==> src/rtl/uart_rx_fifo.sv <==
// uart_rx_fifo: 8-bit asynchronous serial receiver with a show-ahead receive FIFO.
//
// The line is oversampled at 16x the baud rate. Frames are 8N1 by default, or 8E1 when
// UART_RX_PARITY_EN is defined. Received bytes are buffered in a FIFO and presented on a
// valid/ready stream.
//
// Ports:
//   clk           system clock
//   reset         synchronous, active-high reset
//   UART_RXD      asynchronous serial line, idle high
//   rx_data       FIFO head byte, meaningful while rx_valid=1
//   rx_valid      FIFO non-empty
//   rx_ready      consumer pops the head when rx_valid && rx_ready at a rising edge
//   fifo_count    FIFO occupancy, 0..FIFO_DEPTH
//   framing_error one-cycle pulse: stop bit sampled low
//   overrun       one-cycle pulse: completed byte dropped because the FIFO was full
//   parity_error  one-cycle pulse: even-parity mismatch (tied low without UART_RX_PARITY_EN)
//
// Optional feature macro: UART_RX_PARITY_EN (8E1 framing with a parity check).

module uart_rx_fifo #(
    parameter int unsigned CLK_FREQ   = 50000000,
    parameter int unsigned BAUD       = 115200,
    parameter int unsigned FIFO_DEPTH = 16,
    parameter int unsigned ADDR_W     = 4
) (
    input  logic              clk,
    input  logic              reset,
    input  logic              UART_RXD,
    output logic [7:0]        rx_data,
    output logic              rx_valid,
    input  logic              rx_ready,
    output logic [ADDR_W:0]   fifo_count,
    output logic              framing_error,
    output logic              overrun,
    output logic              parity_error
);

    // Oversample divider, rounded to nearest.
    localparam int unsigned DIV = (CLK_FREQ + BAUD * 8) / (BAUD * 16);
    localparam int unsigned DW  = (DIV > 1) ? $clog2(DIV) : 1;
    localparam logic [DW-1:0]     DIV_LAST = DW'(DIV - 1);
    localparam logic [ADDR_W:0]   FULL_CNT = FIFO_DEPTH[ADDR_W:0];

    typedef enum logic [2:0] {
        StIdle,
        StStart,
        StData,
        StParity,
        StStop,
        StBreak
    } state_e;

    state_e        state_q, state_d;
    logic          rxd_meta_q, rxd_sync_q;
    logic [DW-1:0] div_q, div_d;
    logic [3:0]    tick_cnt_q, tick_cnt_d;
    logic [2:0]    bit_idx_q, bit_idx_d;
    logic [7:0]    shift_q, shift_d;
    logic          push_q, push_d;
    logic          ferr_q, ferr_d;
    logic          perr_q, perr_d;
    logic          ovr_q, ovr_d;
    logic          tick;
    logic          par_bad;

`ifdef UART_RX_PARITY_EN
    logic par_bit_q, par_bit_d;
    // Even parity: the parity bit equals the XOR of the data bits.
    assign par_bad = par_bit_q != (^shift_q);
`else
    assign par_bad = 1'b0;
`endif

    assign tick = (state_q != StIdle) && (div_q == DIV_LAST);

    // Receiver next-state logic.
    always_comb begin
        state_d    = state_q;
        div_d      = div_q;
        tick_cnt_d = tick_cnt_q;
        bit_idx_d  = bit_idx_q;
        shift_d    = shift_q;
        push_d     = 1'b0;
        ferr_d     = 1'b0;
        perr_d     = 1'b0;
`ifdef UART_RX_PARITY_EN
        par_bit_d  = par_bit_q;
`endif
        if (state_q != StIdle) begin
            div_d = tick ? '0 : div_q + 1'b1;
        end
        if (tick) begin
            tick_cnt_d = tick_cnt_q + 1'b1;
        end

        unique case (state_q)
            StIdle: begin
                div_d      = '0;
                tick_cnt_d = '0;
                if (!rxd_sync_q) begin
                    state_d = StStart;
                end
            end
            StStart: begin
                if (tick && tick_cnt_q == 4'd7) begin
                    if (rxd_sync_q) begin
                        state_d = StIdle;  // false start
                    end else begin
                        state_d    = StData;
                        tick_cnt_d = '0;   // later samples land 16 ticks apart, mid-bit
                        bit_idx_d  = '0;
                    end
                end
            end
            StData: begin
                if (tick && tick_cnt_q == 4'd15) begin
                    shift_d   = {rxd_sync_q, shift_q[7:1]};
                    bit_idx_d = bit_idx_q + 1'b1;
                    if (bit_idx_q == 3'd7) begin
`ifdef UART_RX_PARITY_EN
                        state_d = StParity;
`else
                        state_d = StStop;
`endif
                    end
                end
            end
`ifdef UART_RX_PARITY_EN
            StParity: begin
                if (tick && tick_cnt_q == 4'd15) begin
                    par_bit_d = rxd_sync_q;
                    state_d   = StStop;
                end
            end
`endif
            StStop: begin
                if (tick && tick_cnt_q == 4'd15) begin
                    if (!rxd_sync_q) begin
                        ferr_d  = 1'b1;
                        state_d = StBreak;
                    end else if (par_bad) begin
                        perr_d  = 1'b1;
                        state_d = StIdle;
                    end else begin
                        push_d  = 1'b1;
                        state_d = StIdle;
                    end
                end
            end
            StBreak: begin
                // Wait for the line to return high so a break is not seen as new starts.
                if (rxd_sync_q) begin
                    state_d = StIdle;
                end
            end
            default: state_d = StIdle;
        endcase
    end

    // FIFO.
    logic [7:0]        mem [FIFO_DEPTH];
    logic [ADDR_W-1:0] rd_ptr_q, wr_ptr_q;
    logic [ADDR_W:0]   count_q, count_d;
    logic              empty, full, do_pop, do_push;

    assign empty   = (count_q == '0);
    assign full    = (count_q == FULL_CNT);
    assign do_pop  = !empty && rx_ready;
    // A pop in the same cycle frees the slot, so a push at full still lands.
    assign do_push = push_q && (!full || do_pop);
    assign ovr_d   = push_q && full && !do_pop;

    always_comb begin
        count_d = count_q;
        unique case ({do_push, do_pop})
            2'b10:   count_d = count_q + 1'b1;
            2'b01:   count_d = count_q - 1'b1;
            default: count_d = count_q;
        endcase
    end

    always_ff @(posedge clk) begin
        if (reset) begin
            state_q    <= StIdle;
            rxd_meta_q <= 1'b1;
            rxd_sync_q <= 1'b1;
            div_q      <= '0;
            tick_cnt_q <= '0;
            bit_idx_q  <= '0;
            shift_q    <= '0;
            push_q     <= 1'b0;
            ferr_q     <= 1'b0;
            perr_q     <= 1'b0;
            ovr_q      <= 1'b0;
            rd_ptr_q   <= '0;
            wr_ptr_q   <= '0;
            count_q    <= '0;
`ifdef UART_RX_PARITY_EN
            par_bit_q  <= 1'b0;
`endif
        end else begin
            state_q    <= state_d;
            rxd_meta_q <= UART_RXD;
            rxd_sync_q <= rxd_meta_q;
            div_q      <= div_d;
            tick_cnt_q <= tick_cnt_d;
            bit_idx_q  <= bit_idx_d;
            shift_q    <= shift_d;
            push_q     <= push_d;
            ferr_q     <= ferr_d;
            perr_q     <= perr_d;
            ovr_q      <= ovr_d;
            count_q    <= count_d;
            if (do_push) begin
                wr_ptr_q <= wr_ptr_q + 1'b1;
            end
            if (do_pop) begin
                rd_ptr_q <= rd_ptr_q + 1'b1;
            end
`ifdef UART_RX_PARITY_EN
            par_bit_q  <= par_bit_d;
`endif
        end
    end

    always_ff @(posedge clk) begin
        if (!reset && do_push) begin
            mem[wr_ptr_q] <= shift_q;
        end
    end

    assign rx_data       = mem[rd_ptr_q];
    assign rx_valid      = !empty;
    assign fifo_count    = count_q;
    assign framing_error = ferr_q;
    assign overrun       = ovr_q;
    assign parity_error  = perr_q;

endmodule

==> config.mk <==
export PLATFORM = sky130hd
export DESIGN_NAME = uart_rx_fifo
export DESIGN_NICKNAME = d
export VERILOG_FILES = /design/src/rtl/uart_rx_fifo.sv
export SDC_FILE = /design/constraint.sdc
export NUM_CORES = 1
export LEC_CHECK = 0
export CAP_MARGIN = 20
export CORE_MARGIN = 2
export CORE_UTILIZATION = 28
export DETAILED_ROUTE_END_ITERATION = 6
export SYNTH_ARGS = -nofsm -noshare
export SYNTH_HDL_FRONTEND = slang
export SYNTH_SLANG_ARGS = --single-unit
==> constraint.sdc <==
create_clock -name clk -period 2.59 [get_ports clk]
set_input_delay 0.518 -clock clk [delete_from_list [all_inputs] [get_ports clk]]
set_output_delay 0.518 -clock clk [all_outputs]
set_load 0.01 [all_outputs]
==> results of run 1 <==
## layer usage
| layer | track usage, % | routed length, µm | vias to the layer above |
|---|---|---|---|
| met2 | 18.7 | 6980 | 104 |
| met4 | 3.22 | 123 | 0 |
| met3 | 2.81 | 709 | 9 |
| met1 | 15.0 | 6270 | 2006 |
| li1 | - | - | 1816 |
| met5 | 0 | 0 | - |
## cell usage after synthesis (2+ instances only)
cell type	count	area share (%)
a21oi_1	6	0.43
a22o_1	2	0.25
a22oi_1	17	1.8
and2_1	2	0.18
and3_1	2	0.18
buf_1	2	0.11
buf_2	5	0.36
buf_4	2	0.22
buf_6	2	0.32
clkbuf_1	10	0.54
dfxtp_1	45	13
edfxtp_1	128	55
ha_1	11	2.0
inv_1	7	0.38
mux2_2	2	0.32
mux2i_1	11	1.6
mux4_2	32	10
nand2_1	24	1.3
nand2b_1	8	0.72
nand3_1	6	0.43
nand4_1	5	0.45
nor2_1	47	2.5
nor2b_1	7	0.63
nor3_1	10	0.72
nor4_1	3	0.27
o211ai_1	5	0.54
o21ai_0	5	0.36
or2_2	2	0.18
or3_1	2	0.18
xnor2_1	3	0.38
xor2_1	9	1.1
## flip-flops by register name, summed over array words and instances (netlist names), named ones only
signal,flops
fifo_count,5
rxd_meta_q,1
state_q,3
rd_ptr_q,4
rxd_sync_q,1
push_q,1
bit_idx_q,3
overrun,1
tick_cnt_q,4
framing_error,1
div_q,5
mem,128
wr_ptr_q,4
shift_q,8
## worst max-delay path: cells and delay by family, from the launching register on
family	cells	cell delay [ns]
AND/OR/NAND/NOR	1	0.11
flip-flops	1	0.40
multiplexers	1	0.50
buffers and inverters	3	0.40
AO/OA/AOI/OAI	1	0.21
## logic make-up after synthesis
group                    synth area share, %
XOR/XNOR                                1.51
AND/OR/NAND/NOR                         8.86
AO/OA/AOI/OAI                           5.02
flip-flops                              68.2
other                                 0.0539
multiplexers                            12.5
buffers and inverters                   1.92
adder cells (fa/ha/maj)                 1.98
## area by class of cell
cell class / count / area [µm²]
clock buffers: 17 / 425
flip-flops and latches: 173 / 4750
fillers: 2350 / 15900
multi-input cells: 241 / 2170
clock inverters: 15 / 135
repair buffers: 57 / 536
inverters: 7 / 26.3
well taps: 324 / 405
## path summary, 6_finish.rpt
kind / end / slack, ns / cells past startpoint
setup reg to reg: fifo_count[2] / 0.41 / 8
hold / removal: rxd_sync_q / 0.41 / 1
setup / recovery: rx_data[6] / 0.03 / 6
hold reg to reg: rxd_sync_q / 0.41 / 1
## through the flow
| step | area, µm² | cells | TNS [ns] | hold slack, ns |
|---|---|---|---|---|
| after global placement | 7690 | 791 | 0 | 0.402 |
| after detailed placement | 7690 | 791 | 0 | 0.398 |
| final | 8450 | 834 | 0 | 0.413 |
| after global routing | 8450 | 834 | -0.0893 | 0.439 |
| after floorplan | 6960 | 442 | 0 | 0.389 |
| after CTS | 8410 | 833 | -0.0413 | 0.415 |
## power by group
group | switching [mW] | internal (mW) | total, mW
sequential | 0.00340 | 2.94 | 2.94
clock | 1.12 | 1.26 | 2.38
combinational | 0.0221 | 0.0143 | 0.0364
## repair_timing
action                     CTS  global route
buffers inserted             9             2
gates cloned                 1             0
setup endpoints to repair    8             8
resized for setup           43            13
pin swaps                    4             7
==> metrics, run 1 <==
I/O Pins=21; PortBufs=19; crit path launch type=flop; pre-CTS WS=0.0710 ns; Finished Core Util=34.6%; total power=5.36 mW; TritonCTS clock tree=yes; H-tree Lvls=4; layout cells sized above 1=27.3%; Post-Synthesis Cells=442; post-detail-place hpwl=9.00 mm; drt via density=4.72; final net count=512; Total GRT Usage=11.3%; Num Clock Sinks=173; peak supply drop=398 µV; overall die height=162 µm; most frequent cells in the layout=edfxtp_1 (128), nor2_1 (47), dfxtp_1 (44); Final Hold Fails=0; max_cap viols=0; die area=26100 µm²; period utilization=98.7%; Starting Density=28.5%; P&R area growth vs syn=21.4%; hold path start=rxd_meta_q; P per Cell Area=634 nW/µm²; aggregate global routing overflow=0; Worst setup EP type=output pin; CP arrival=2.04 ns; largest net degree at the start of global routing=35; DRC viols=0; Peak Freq=391 MHz; Final Max Slew Viols=0; Antenna diodes=0; Slew HR=53.6%; crit path max fanout=7; r2r startpoint=fifo_count[0]; commonest non-fill, non-tap cell in the layout=edfxtp_1; P_leak=2.80 nW; global-route wire length before repair=22.6 mm; clk buf depth=2; Final ANT Viol Nets=0; Clock transition at path regs=0.07 ns; Most used DFF post-synth=edfxtp_1; Post-CTS Hold Buffers=0; worst-margin pin slew=0.695 ns; Post-Synthesis Cell Area=6960 µm²; root buffer cell=clkbuf_16; synthesized net count=457; WS Path Type=flop to output pin; slowest stage delay, CP=0.50 ns; std cell rows=57; RSZ-0062 raised after global routing=yes; Synth async-reset ratio=0%; via count of the first global-routing pass=4093; gpl congestion=0.784; Hold/Removal Path Class=flop to flop; wire per inst=16.9 µm; worst-skew pair later-pin latency=0.42 ns; antenna violations before repair=0; Avg Cell Area, Syn=15.7 µm²; CP required=2.07 ns; Synth cell types=51; critical path, cell by cell=buf_12, buf_8, mux4_2, a22oi_2, nand2_2, buf_6; final WL=14.1 mm; Core Area=24400 µm²; register area share after synthesis=68.2%; Final setup viols=0; via count=3935; Setup WS post-layout=0.0325 ns; synthesis warning total=0; outcome=finished, final reports clean; Synth Register Bits=173; Inserted Clock Buffers=17; chip width=162 µm; Slowest-stage cell, CP=mux4_2; Initial DRC Count=332; crit path time final=2.56 ns; clk_skew=0.0112 ns; number of synthesized flops with an enable pin=128; drt pass-1 iters=5
No activity file was read; power rests on OpenSTA's default activity.
==> inputs of run 2 (changes only) <==
Settings changed: CAP_MARGIN 20 to unset.
==> results of run 2 <==
No change in the layout: final DEF, timing and power equal those of run 1.
